**src/rtl/regfile_pkg.sv**
```systemverilog
// rtl/regfile_pkg.sv - default sizing constants and register index type for the register file
// Contents:
//   DEFAULT_DATA_W / DEFAULT_DEPTH / DEFAULT_NUM_RD - default build of the 16-bit CPU register file
//   DEFAULT_ADDR_W                                  - index width derived from DEFAULT_DEPTH
//   reg_idx_t                                       - register index sized from DEFAULT_ADDR_W
package regfile_pkg;

  localparam int DEFAULT_DATA_W = 16;
  localparam int DEFAULT_DEPTH  = 16;
  localparam int DEFAULT_NUM_RD = 2;
  localparam int DEFAULT_ADDR_W = $clog2(DEFAULT_DEPTH);

  typedef logic [DEFAULT_ADDR_W-1:0] reg_idx_t;

endpackage

```
**src/rtl/regfile_rd_mux.sv**
```systemverilog
// rtl/regfile_rd_mux.sv - DEPTH:1 combinational register select with range check
// Ports:
//   regs     in   DEPTH x DATA_W  flattened storage array, entry i at regs[i]
//   addr     in   ADDR_W          register index to select
//   data     out  DATA_W          selected entry, 0 when addr is out of range
//   in_range out  1               addr < DEPTH
module regfile_rd_mux #(
  parameter int DATA_W = 16,
  parameter int DEPTH  = 16,
  parameter int ADDR_W = $clog2(DEPTH)
) (
  input  logic [DEPTH-1:0][DATA_W-1:0] regs,
  input  logic [ADDR_W-1:0]            addr,
  output logic [DATA_W-1:0]            data,
  output logic                         in_range
);

  // One extra bit so DEPTH == 2**ADDR_W is representable.
  localparam logic [ADDR_W:0] DEPTH_L = (ADDR_W + 1)'(DEPTH);

  assign in_range = ({1'b0, addr} < DEPTH_L);

  always_comb begin
    data = '0;
    for (int i = 0; i < DEPTH; i++) begin
      if (addr == ADDR_W'(i)) data = regs[i];
    end
  end

endmodule

```
**src/rtl/regfile_rdport_array.sv**
```systemverilog
// rtl/regfile_rdport_array.sv - register file with one write port and NUM_RD registered read ports
// Optional feature macro: REGFILE_BYPASS_EN (same-cycle write-to-read bypass).
// Ports:
//   clk      in   1              rising-edge clock
//   rst_n    in   1              asynchronous active-low reset
//   wr_en    in   1              write strobe
//   wr_addr  in   ADDR_W         write register index
//   wr_data  in   DATA_W         write data
//   rd_en    in   NUM_RD         per-port read strobe
//   rd_addr  in   NUM_RD*ADDR_W  port i index at [i*ADDR_W +: ADDR_W]
//   rd_data  out  NUM_RD*DATA_W  port i data at [i*DATA_W +: DATA_W], registered
//   rd_valid out  NUM_RD         port i data updated on the last edge
module regfile_rdport_array
  import regfile_pkg::*;
#(
  parameter int DATA_W  = DEFAULT_DATA_W,
  parameter int DEPTH   = DEFAULT_DEPTH,
  parameter int ADDR_W  = $clog2(DEPTH),
  parameter int NUM_RD  = DEFAULT_NUM_RD,
  parameter int ZERO_R0 = 1
) (
  input  logic                     clk,
  input  logic                     rst_n,
  input  logic                     wr_en,
  input  logic [ADDR_W-1:0]        wr_addr,
  input  logic [DATA_W-1:0]        wr_data,
  input  logic [NUM_RD-1:0]        rd_en,
  input  logic [NUM_RD*ADDR_W-1:0] rd_addr,
  output logic [NUM_RD*DATA_W-1:0] rd_data,
  output logic [NUM_RD-1:0]        rd_valid
);

`ifdef REGFILE_BYPASS_EN
  localparam bit BYPASS = 1'b1;
`else
  localparam bit BYPASS = 1'b0;
`endif

  localparam bit              ZERO_EN = (ZERO_R0 != 0);
  localparam logic [ADDR_W:0] DEPTH_L = (ADDR_W + 1)'(DEPTH);

  logic [DEPTH-1:0][DATA_W-1:0] regs_q;
  logic                         wr_ok;
  logic [ADDR_W-1:0]            rd_idx   [NUM_RD];
  logic [DATA_W-1:0]            mux_data [NUM_RD];
  logic                         mux_ok   [NUM_RD];
  logic [DATA_W-1:0]            sel      [NUM_RD];

  // A write only lands when it targets a real, writable register; the same
  // qualifier gates the bypass so dropped writes never leak to readers.
  assign wr_ok = wr_en && ({1'b0, wr_addr} < DEPTH_L) && !(ZERO_EN && wr_addr == '0);

  always_ff @(posedge clk or negedge rst_n) begin
    if (!rst_n) begin
      regs_q <= '0;
    end else if (wr_ok) begin
      regs_q[wr_addr] <= wr_data;
    end
  end

  for (genvar g = 0; g < NUM_RD; g++) begin : g_port
    assign rd_idx[g] = rd_addr[g*ADDR_W +: ADDR_W];

    regfile_rd_mux #(
      .DATA_W (DATA_W),
      .DEPTH  (DEPTH),
      .ADDR_W (ADDR_W)
    ) u_mux (
      .regs     (regs_q),
      .addr     (rd_idx[g]),
      .data     (mux_data[g]),
      .in_range (mux_ok[g])
    );
  end

  // Range and r0 rules win over the bypass.
  always_comb begin
    for (int p = 0; p < NUM_RD; p++) begin
      sel[p] = mux_data[p];
      if (!mux_ok[p] || (ZERO_EN && rd_idx[p] == '0)) begin
        sel[p] = '0;
      end else if (BYPASS && wr_ok && rd_idx[p] == wr_addr) begin
        sel[p] = wr_data;
      end
    end
  end

  always_ff @(posedge clk or negedge rst_n) begin
    if (!rst_n) begin
      rd_data  <= '0;
      rd_valid <= '0;
    end else begin
      for (int p = 0; p < NUM_RD; p++) begin
        rd_valid[p] <= rd_en[p];
        if (rd_en[p]) rd_data[p*DATA_W +: DATA_W] <= sel[p];
      end
    end
  end

endmodule

```
**config.mk**
```make
export PLATFORM = sky130hd
export DESIGN_NAME = regfile_rdport_array
export DESIGN_NICKNAME = d
export VERILOG_FILES = /design/src/rtl/regfile_pkg.sv /design/src/rtl/regfile_rd_mux.sv /design/src/rtl/regfile_rdport_array.sv
export SDC_FILE = /design/constraint.sdc
export NUM_CORES = 1
export LEC_CHECK = 0
export ABC_AREA = 1
export ABC_CLOCK_PERIOD_IN_PS = 1450
export CELL_PAD_IN_SITES_DETAIL_PLACEMENT = 1
export CELL_PAD_IN_SITES_GLOBAL_PLACEMENT = 1
export CORE_ASPECT_RATIO = 1.2
export CORE_MARGIN = 2
export CORE_UTILIZATION = 45
export DETAILED_ROUTE_END_ITERATION = 12
export PLACE_DENSITY_LB_ADDON = 0.1
export SYNTH_ARGS = -nofsm -noshare
export SYNTH_HDL_FRONTEND = slang
export SYNTH_SLANG_ARGS = --single-unit
```
**constraint.sdc**
```tcl
create_clock -name clk -period 1.45 [get_ports clk]
set_input_delay 0.2175 -clock clk [delete_from_list [all_inputs] [get_ports clk]]
set_output_delay 0.2175 -clock clk [all_outputs]
set_load 0.02 [all_outputs]
```
* Yosys cells after proc, flatten, opt, wreduce, memory -nomap -nowiden
Cells that the tools add are included.
** Storage, ports and cells
- Bits in registers :: 290
- Bits in latches :: 0
- Memory bits (writable) :: 0
- Memory bits (read-only) :: 0
- Input bits :: 33
- Output and inout bits :: 34
- Memories kept :: 0
** Operators by class
- Add/subtract/negate cells :: 0
- $mul :: 0
- Divide/modulo/power cells :: 0
- Order comparisons :: 2
- Equality and inequality tests :: 30
- Shift-type cells :: 0
- Mux-type cells :: 35
- Bitwise logic cells :: 0
- Reduce and logical (&&, ||, !) cells :: 6
** Operators by type and width (number)
- 16-bit 2-to-1 mux :: 33
- 256-bit bitwise mux :: 1
- 16-bit demux with 4-bit select :: 1
- 4-bit equality test, second input constant :: 16
- 4-bit by 3-bit equality test with 1-bit output, second input constant :: 8
- 4-bit by 2-bit equality test with 1-bit output, second input constant :: 4
- 4-bit logical NOT :: 3
- 4-bit by 1-bit equality test with 1-bit output, second input constant :: 2
- 4-bit by 5-bit less-than comparator with 1-bit output, second input constant :: 1
- 4-bit by 1-bit greater-or-equal comparator with 1-bit output, second input constant :: 1
- 1-bit logical AND :: 2
- 1-bit logical NOT :: 1

* Longest topological paths before layout
- Depth in word-level cells :: 17
- Mapped depth :: 16
- Depth with buffers taken out :: 15

* Modules after synthesis
From an unflattened synthesis, not the netlist that was laid out.
** Second synthesis, totals
- Cells, all modules :: 2139
- Area, all modules :: 15484.9 sq um
** By module, submodules not included
- regfile_rdport_array :: instances 1, cells an instance 1113, area each 10965.5 sq um, sequential area each 7257.0 sq um
- regfile_rd_mux :: instances 2, cells an instance 513, area each 2259.7 sq um, sequential area each 0.0 sq um

* Worst setup path before layout
OpenSTA, ideal clock, no wires.
- Path kind :: input to register
- Start :: input port rd_addr[4]
- End :: register rd_data[20]
- Library setup time :: 0.117 ns
- Data arrival time :: 1.407 ns
- Required time :: 1.333 ns
- Setup slack :: -0.073 ns
- Stages on the path :: 14
- Path through :: buf_2 > nand2_1 > inv_2 > nand2_1 > inv_2 > buf_2 > a21oi_1 > nand4_1 > nand2_1 > nand4_1 > nor2_1 > nand4_1 > nand2_1 > nand2_1
** Between the ends
- Word-level cells in the longest chain between the ends :: 17
- Elaborated cells on any way between the ends :: 32
** RTL lines
- start, declared :: line regfile_rdport_array.sv:28 : input logic [NUM_RD*ADDR_W-1:0] rd_addr,
- 4-bit by 1-bit equality test with 1-bit output :: line regfile_rd_mux.sv:26 : if (addr == ADDR_W'(i)) data = regs[i];
- 16-bit 2-to-1 mux (15 in series) :: line regfile_rd_mux.sv:26
- 16-bit 2-to-1 mux (*) :: line regfile_rdport_array.sv:80 : if (!mux_ok[p] || (ZERO_EN && rd_idx[p] == '0)) begin
- end signal, assigned by index :: line regfile_rdport_array.sv:95 : if (rd_en[p]) rd_data[p*DATA_W +: DATA_W] <= sel[p];
- end, declared :: line regfile_rdport_array.sv:29 : output logic [NUM_RD*DATA_W-1:0] rd_data,
Every way passes the cells marked *; elsewhere a longest branch is shown, timed or not.
A chain may end at the register's enable or synchronous reset.

* Worst setup path after layout
- Start :: register regs_q[44] (netlist bit)
- End :: register rd_data[28]
** Between the ends
- Word-level cells in the longest chain between the ends :: 15
** RTL lines
- start, declared :: line regfile_rdport_array.sv:42 : logic [DEPTH-1:0][DATA_W-1:0] regs_q;
- start signal, assigned by index :: line regfile_rdport_array.sv:57 : regs_q[wr_addr] <= wr_data;
- 16-bit 2-to-1 mux (14 in series) :: line regfile_rd_mux.sv:26
- 16-bit 2-to-1 mux :: line regfile_rdport_array.sv:80
No other way between the ends.

==> results.md <==
* Status: finished, violations left
* Failing checks: setup timing
* Layout Skew at 0.008349 ns
* Syn_nets at 1924
* R2r endpoint: rd_data[28]$_DFFE_PN0P_
* CP Launch Point: regs_q[44]$_DFFE_PN0P_
* CTS Buffer Depth at 3
* Sum Neg Setup Slack at -2.207 ns
* Area grow syn2layout at 28.41%
* Mapped cell area at 13860 µm²
* Max-slew headroom at 59.54%
* Tightest Hold Check Type: primary input to async pin
* Highest-delay cell along the critical path: dfrtp_1
* Maxcap violations at 0
* Reg2reg setup slack at -0.19 ns
* Die height at 196.2 µm
* Crit-path most repeated cell: nand2_1
* Final std cells w/o fill at 2478
* Most common cell after layout, fill and taps aside: nand2_1
* PortBufs at 66
* EDFF count, synth at 0
* CTS sink cnt at 274
* CP Capture Point: rd_data[28]$_DFFE_PN0P_
* Final global-route overflow total at 0
* First-pass GRT wire length at 82.90 mm
* # DRC at 0
* Share of layout cells above drive strength 1 at 19.60%
* Sequential area share after synthesis at 49.48%
* GRT Total Usage at 32.94%
* Critical-path cell list: nand3_1, nand2_1, nor2_2, nand4_1, nand2_1, nand4_1, nor2_1, nand4_1, nand2_1, nand2_1
* Vias at 14000
* Antenna Nets Post-Route at 0
* #FFs+latches synth at 274
* Reg2reg start: regs_q[44]$_DFFE_PN0P_
* Largest net degree at the start of global routing at 58
* Combinational share of power at 20.2%
* Most frequent cells in the layout: nand2_1 (607), dfrtp_1 (274), o21ai_0 (192), a21oi_1 (148), nor2_1 (139)
* # nets final at 2092
* Worst-path clk slew at 0.06 ns
* CTS root buffer: clkbuf_16
* DIE WIDTH at 164.2 µm
* RSZ-0062 raised after global routing: yes
* Die area at 32220 µm²
* Initial antenna violation count at 0
* Fin. Hold Viols at 0
* Fillers at 3773
* Clock share of power at 33.4%
* Via/cell ratio at 5.649
* Cell-internal power at 15390 µW
* Core ar. at 30390 µm²
* Top_reg_cell synth: dfrtp_1
* Gp weighted congestion at 0.9117
* Worst path max stage delay at 0.43 ns
* Routed len/inst at 21.35 µm
* Detailed Routing Iterations Pass 1 at 5
* H-tree depth at 1
* Avg Inst Size Synth at 7.328 µm²
* Achievable Freq at 0.6080 GHz
* FF-to-FF path depth at 10
* CTS tree: done
* Initial Util at 45.59%
* Library cells used by synthesis at 24
* Crit path arrival time at 2.12 ns
* Setup slack after layout at -0.1947 ns
* Post-Syn Instances at 1891
* Detailed Route WL at 52.91 mm
* Top-Level Pins at 67
* Hpwl dp at 36.66 mm
* Sw Pwr at 7336 µW
* Crit Path Class: flop to flop
* Max Slew Vio Count at 0
* Seq pwr share at 46.3%
* FP Rows at 70
* Worst setup EP type: flop
* Critical Path Fanout Max at 3
* Worst Tran Pin Value at 0.6062 ns
* Worst vdd ir at 874.0 µV
* Warnings, synthesis at 0
* Pleak at 0.008482 µW
* Clock Latency Late Sink at 0.58 ns
* Ant. Diodes at 0
* Post-route minimum period at 1.645 ns
* Period Utilization, post-route at 113.4%
* Final core occ at 58.55%
* Req. time, crit path at 1.92 ns
* Net Sw Frac at 32.29%
* Placed insts at 2399
* Iter 0 DRT Violations at 1025
* Number of global-route vias before repair at 14870
* Power Density at 1277 nW/µm²
* Nature of the critical path startpoint: flop
* Final setup viols at 28
* FFs w/ async S/R, synth at 100.0%
* Inserted Clock Buffers at 30
[sequential cells by signal (all words and copies together) (netlist names)]
name / flops
rd_valid: 2
regs_q: 240
rd_data: 32
[synth_stat cells (3+ instances only)]
cell type  instances  area [µm²]
nand2_1          629        2361
dfrtp_1          274        6857
o21ai_0          193       965.9
nor2_1           180       675.7
a21oi_1          149       745.7
inv_1            132       495.5
nand3_1           92       460.4
nand4_1           82       513.0
clkbuf_1          81       304.0
buf_2             23       115.1
nor2_2            10       62.56
or2_2             10       62.56
inv_2              9       33.78
nor2_4             5       56.30
nor3_1             4       20.02
o211ai_1           4       30.03
o21ai_1            3       15.01
[cell families after synthesis]
group | count (synthesis) | synth area share, %
flops | 274 | 49.48
compound gates | 349 | 12.68
simple gates | 1018 | 30.70
buf+inv | 250 | 7.142
[timing repair]
action	in CTS	in global routing
buffers inserted	7	16
endpoints found under the hold margin	208	0
resized for setup	200	79
gates cloned	1	0
pin swaps	36	73
hold buffers	1	0
setup endpoints to repair	66	42
[per-layer routing]
| metal | GRT usage [%] | vias to the layer above | share of wire (%) |
|---|---|---|---|
| met5 | 0 | - | 0 |
| met2 | 56.87 | 376 | 50 |
| li1 | - | 6439 | - |
| met4 | 12.64 | 0 | 4.0 |
| met1 | 42.43 | 7054 | 42 |
| met3 | 3.362 | 130 | 3.9 |
[per-stage QoR]
step / hold WS (ns) / total power, µW / setup WS, ns / area [µm²]
6_report: 0.1169 / 22720 / -0.1947 / 17790
5_1_grt: 0.1269 / 23870 / -0.3338 / 17790
4_1_cts: 0.1129 / 22540 / -0.1656 / 17520
3_5_place_dp: 0.1186 / 14940 / -1.061 / 16400
3_3_place_gp: 0.1166 / 14630 / -0.9906 / 16400
2_1_floorplan: -0.07809 / 12680 / 0.002522 / 13870
[worst max-delay path: cells and delay by family (launching register included)]
kind / cells / cell delay (ns)
AND/OR/NAND/NOR: 10 / 1.11
flip-flops: 1 / 0.43
[final cells by class]
type	count	area [µm²]	share of cell area [%]
clock buffer	45	878.3	4.936
clock inverter	10	75.07	0.4219
inverter	141	539.3	3.031
multi-input combinational	1368	6449	36.24
sequential	274	6857	38.53
tap	396	495.5	2.785
timing repair buffer	244	2500	14.05
[worst min path at each step]
| stage | cells past startpoint | start | to | slack, ns |
|---|---|---|---|---|
| final | 2 | rst_n | rd_data[18]$_DFFE_PN0P_ | 0.12 |
| after global routing | 2 | rst_n | regs_q[194]$_DFFE_PN0P_ | 0.13 |
| after CTS | 2 | rst_n | regs_q[242]$_DFFE_PN0P_ | 0.11 |
| after detailed placement | 1 | rst_n | rd_data[18]$_DFFE_PN0P_ | 0.12 |
| after global placement | 1 | rst_n | rd_data[17]$_DFFE_PN0P_ | 0.12 |
| after floorplan | 0 | rst_n | rd_data[0]$_DFFE_PN0P_ | -0.08 |
[power groups by stage]
stage                     Combinational, µW  Clock [µW]  Sequential [µW]
after floorplan                        2250           0            10400
after global placement                 4130           0            10500
after detailed placement               4350           0            10600
after CTS                              4390        7670            10500
after global routing                   5160        7990            10700
final                                  4590        7600            10500
Note: power is estimated with default switching activity, not from simulation.
==> edit 1: new RTL, same flow settings <==
Change the package constant `DEFAULT_DATA_W` from 16 to 32. Comments in the files are not updated.
--- a/src/rtl/regfile_pkg.sv
+++ b/src/rtl/regfile_pkg.sv
@@ -5,7 +5,7 @@
 //   reg_idx_t                                       - register index sized from DEFAULT_ADDR_W
 package regfile_pkg;
 
-  localparam int DEFAULT_DATA_W = 16;
+  localparam int DEFAULT_DATA_W = 32;
   localparam int DEFAULT_DEPTH  = 16;
   localparam int DEFAULT_NUM_RD = 2;
   localparam int DEFAULT_ADDR_W = $clog2(DEFAULT_DEPTH);
Ports: changed (resized rd_data and wr_data); port bits go from 67 to 115. The function was not compared with the original's and may differ.
==> edit 1 against the original RTL <==
- the run still ends with negative setup slack left
- non-clock buffer count increased by 236
- first-iteration DRC count increased by 110%
- cell area is 94% higher
- sequential power rose by 100%
- total power grew 100%
- worst setup slack worse by 140 ps
- combinational power up 100%
- routed wire length up 110%
- synthesized area is 94% higher
- sequential cell count is 272 higher
- largest cell class unchanged
- largest power group unchanged
==> edit 1: results (changes against the original RTL) <==
stage,metric,value,unit,change
run_status,status,finished with violations,,
run_status,violations,negative setup slack,,
grt,grt_max_degree,71,,+22%
grt,grtUsageMet2,0.597,,+0.0287
grt,grt_pass1_wl,173000,um,+110%
power_and_ir_drop,ir_drop,1110,uV,+27%
place,place_inst,4650,,+94%
route,vias_per_cell,5.73,,+1.5%
setup_path,slowest_delay,410,ps,-20 ps
place,placed_area,31500,sq um,+92%
timing,worstMarginPinSlew,688,ps,+81.6 ps
yosys,yosys.cell_types.count,21,,-13%
power_and_ir_drop,total_power,45.8,mW,+100%
grt,grt_usage,0.366,,+0.0371
setup_path,crit_fanout,2,,-1
setup_path,arrival,2320,ps,+200 ps
timing,setup_viol,65,,+130%
grt,grtUsageMet1,0.499,,+0.0742
grt,use_met3,0.0463,,+0.0127
timing,fin_ws,-337,ps,-143 ps
final_layout,reg_top3,"regs_q (480), rd_data (64), rd_valid (2)",,
yosys,synth_common_cells,"nand2_1 (1332), dfrtp_1 (546), o21ai_0 (407)",,
yosys,synth_cells,3663,,+94%
yosys,netlist_top_cells_area,"dfrtp_1 (51%), nand2_1 (19%), o21ai_0 (7.6%), nor2_1 (5.1%), a21oi_1 (4.6%)",,
timing,finalSetupTns,-9470,ps,-7260 ps
setup_path,crit_path_start,regs_q[116],,
final_layout,fillers,7355,,+95%
route,wl,113000,um,+110%
final_layout,drive_gt1_frac,0.204,,+0.00782
final_layout,num-nets-final,4022,,+92%
grt,grt_pass1_vias,29300,,+97%
place,dp_hpwl,77100,um,+110%
timing,whs,184,ps,+67.5 ps
place,routabilityCongestion,0.882,,-3.2%
timing,period_needed,1790,ps,+143 ps
edit 1: final cells by class:
class / instances / area (sq um) / share of cell area
sequential: 546 / 13700 / 0.396
multi-input combinational: 2637 / 12200 / 0.353
inverter: 250 / 948 / 0.0275
antenna: 1 / 2.50 / 0.0000724
tap: 800 / 1000 / 0.0290
timing repair buffer: 480 / 4790 / 0.139
clock inverter: 21 / 254 / 0.00735
clock buffer: 85 / 1680 / 0.0487
edit 1: layer usage:
metal  up-vias  routed length [um]
li1      12300                   -
met3       254                6240
met5         -                   0
met2       975               53500
met4         0                4170
met1     14100               48900
edit 1: logic make-up after synthesis:
logic type             Yosys count  share of synthesized area
AND/OR/NAND/NOR               1944                      0.293
AO/OA/AOI/OAI                  692                      0.129
flip-flops                     546                      0.509
buffers and inverters          481                     0.0692
edit 1: timing repair:
item | CTS | global route
endpoints found under the setup margin | 130 | 71
hold buffers | 1 | 0
buffers inserted | 33 | 26
cloned | 3 | 1
hold endpoints to repair | 534 | 0
resized for setup | 493 | 103
pin swaps | 137 | 198
==> edit 2: new RTL, config.mk and constraints unchanged <==
Without the edit above. Put one more register stage on the output `rd_data`, with the module's reset. The value now appears one clock later. The other outputs are not delayed to match. Comments in the files are not updated.
--- a/src/rtl/regfile_rdport_array.sv
+++ b/src/rtl/regfile_rdport_array.sv
@@ -38,6 +38,8 @@
 
   localparam bit              ZERO_EN = (ZERO_R0 != 0);
   localparam logic [ADDR_W:0] DEPTH_L = (ADDR_W + 1)'(DEPTH);
+
+  logic [NUM_RD*DATA_W-1:0] rd_data_s0;
 
   logic [DEPTH-1:0][DATA_W-1:0] regs_q;
   logic                         wr_ok;
@@ -87,13 +89,21 @@
 
   always_ff @(posedge clk or negedge rst_n) begin
     if (!rst_n) begin
-      rd_data  <= '0;
+      rd_data_s0 <= '0;
       rd_valid <= '0;
     end else begin
       for (int p = 0; p < NUM_RD; p++) begin
         rd_valid[p] <= rd_en[p];
-        if (rd_en[p]) rd_data[p*DATA_W +: DATA_W] <= sel[p];
+        if (rd_en[p]) rd_data_s0[p*DATA_W +: DATA_W] <= sel[p];
       end
+    end
+  end
+
+  always_ff @(posedge clk or negedge rst_n) begin
+    if (!rst_n) begin
+      rd_data <= '0;
+    end else begin
+      rd_data <= rd_data_s0;
     end
   end
 
Behaviour: not the same (a bounded check fails within 4 cycles, from zero or initial values and one cycle with rst_n low).
==> edit 2 against the original RTL <==
- the run ends with design-rule violations, negative setup slack left
- sequential share of layout area is 2.5 points higher
- routed wire length is 2.7% lower
- die area increased by 4.1%
- worst setup slack worse by 20 ps
- synthesized cell count is 1.3% higher
- synthesized area grew 4.2%
- total power up 12%
- cell area up 5.0%
- sequential cell count grew 32
- critical endpoint is now rd_data_s0[14]
==> edit 2: results (changes against the original RTL) <==
stage,metric,value,unit,change
place,placed_area,16900,sq um,+2.9%
place,place_inst,2438,,+1.6%
grt,grt_pass1_wl,81500,um,-1.7%
route,drc_errors,9,,+9
timing,setup_viol,24,,-14%
yosys,netlist_top_cells_area,"dfrtp_1 (53%), nand2_1 (17%), nor2_1 (6.7%), o21ai_0 (6.0%), a21oi_1 (5.4%)",,
yosys,ys_seq_area_frac,0.530,,+0.0355
grt,use_met3,0.0391,,+0.00551
grt,grtUsageMet2,0.529,,-0.0395
clocking,worstSkewPairLatency,530,ps,-50 ps
grt,grtUsageMet1,0.405,,-0.0190
clocking,htreeDepth,2,,+1
grt,grt_usage,0.307,,-0.0220
yosys,synth_common_cells,"nand2_1 (637), dfrtp_1 (306), nor2_1 (258)",,
place,routabilityCongestion,0.936,,+2.7%
timing,fin_ws,-214,ps,-19.8 ps
place,dp_slack,-1100,ps,-35.5 ps
timing,slew_headroom,0.552,,-0.0434
route,drtIter0Drc,948,,-7.5%
power_and_ir_drop,p_leak,8.85,nW,+4.3%
route,drtPass1Iterations,12,,+7
run_status,violations,"design-rule violations, negative setup slack",,
grt,antenna_found_initial,1,,+1
final_layout,fin_cells,2524,,+1.9%
route,wl,51500,um,-2.7%
yosys,yosys.cell_types.count,21,,-13%
final_layout,fillers,3812,,+1.0%
clocking,cts_made_buffers,35,,+17%
setup_path,arrival,2080,ps,-40 ps
place,dp_hpwl,35800,um,-2.2%
final_layout,reg_top3,"regs_q (240), rd_data (32), rd_data_s0 (32)",,
final_layout,drive_gt1_frac,0.187,,-0.00944
timing,clock_skew,15.5,ps,+7.15 ps
setup_path,worstReg2RegStart,regs_q[46],,
final_layout,num-nets-final,2134,,+2.0%
power_and_ir_drop,p_int,17.7,mW,+15%
timing,finalSetupTns,-2540,ps,-332 ps
yosys,synth.avg_cell_area,7.54,sq um,+2.9%
power_and_ir_drop,ir_drop,828,uV,-5.2%
run_status,status,finished with violations,,
-- edit 2: cell types whose count changed after synthesis, sizes merged, moves of 2 or more --
cell and change:
nor2 +73, o21ai -17, or2 -9, nand2 +8
nor3 +4, nand3b +2, buf -12, inv +3
o211ai -3, clkinv +5, nand3 -66, a21oi +7
nand4 -2, dfrtp +32
-- edit 2: worst min-delay path by stage --
stage / from / to / depth (start not counted)
5_1_grt: rst_n / rd_data[3] / 2
3_3_place_gp: rst_n / rd_data[3] / 1
6_report: rst_n / rd_data[3] / 2
2_1_floorplan: rst_n / rd_data[0] / 0
3_5_place_dp: rst_n / rd_data[3] / 1
4_1_cts: rst_n / regs_q[239] / 2
-- edit 2: cell type report --
cell class / instances / area (sq um) / share of cell area
Sequential cell: 306 / 7660 / 0.410
Multi-Input combinational cell: 1368 / 6340 / 0.340
Timing Repair Buffer: 240 / 2420 / 0.130
Clock buffer: 46 / 1000 / 0.0535
Inverter: 149 / 564 / 0.0302
Tap cell: 401 / 502 / 0.0269
Clock inverter: 13 / 180 / 0.00965
Timing Repair inverter: 1 / 5.00 / 0.000268
-- edit 2: timing repair --
action	CTS	global route
hold endpoints to repair	306	0
endpoints found under the setup margin	66	47
hold buffers	1	0
setup buffers	12	9
gates resized for setup	138	102
pin swaps	38	67
gates cloned	3	2
-- edit 2: power groups by stage --
stage | clock network, mW | registers (mW) | logic (mW)
after floorplan | 0 | 11.6 | 2.28
after global placement | 0 | 11.6 | 4.13
after detailed placement | 0 | 11.7 | 4.35
after CTS | 9.35 | 11.6 | 4.44
after global routing | 9.68 | 11.9 | 5.21
final | 9.23 | 11.6 | 4.64
-- edit 2: metrics by stage --
stage	utilization	hold slack, ps
2_1_floorplan	-	-78.1
5_1_grt	0.594	154
3_3_place_gp	0.536	107
4_1_cts	0.584	145
6_report	0.594	149
3_5_place_dp	0.536	102
-- edit 2: logic make-up (layout without fill, tap and decap cells) --
kind of cell    after synthesis  in the layout  share of synthesized area
flops                       306            306                      0.530
compound gates              336            336                      0.117
simple gates               1028           1032                      0.288
buf+inv                     245            449                     0.0652
-- edit 2: routing by layer --
| layer | share of wire | vias to the layer above |
|---|---|---|
| li1 | - | 6473 |
| met4 | 0.029 | 0 |
| met5 | 0 | - |
| met2 | 0.50 | 299 |
| met1 | 0.43 | 6950 |
| met3 | 0.040 | 103 |
-- edit 2: worst max-delay path, cell delays in order (launching register included) --
cell and delay [ps]:
dfrtp_1 420, nand2_1 120, nand3_2 100, nor2_2 100, nand4_1 120, nor2_2 180
nand4_1 160, nor2_2 160, nand3_2 80, nand2_1 70, nand2_1 50
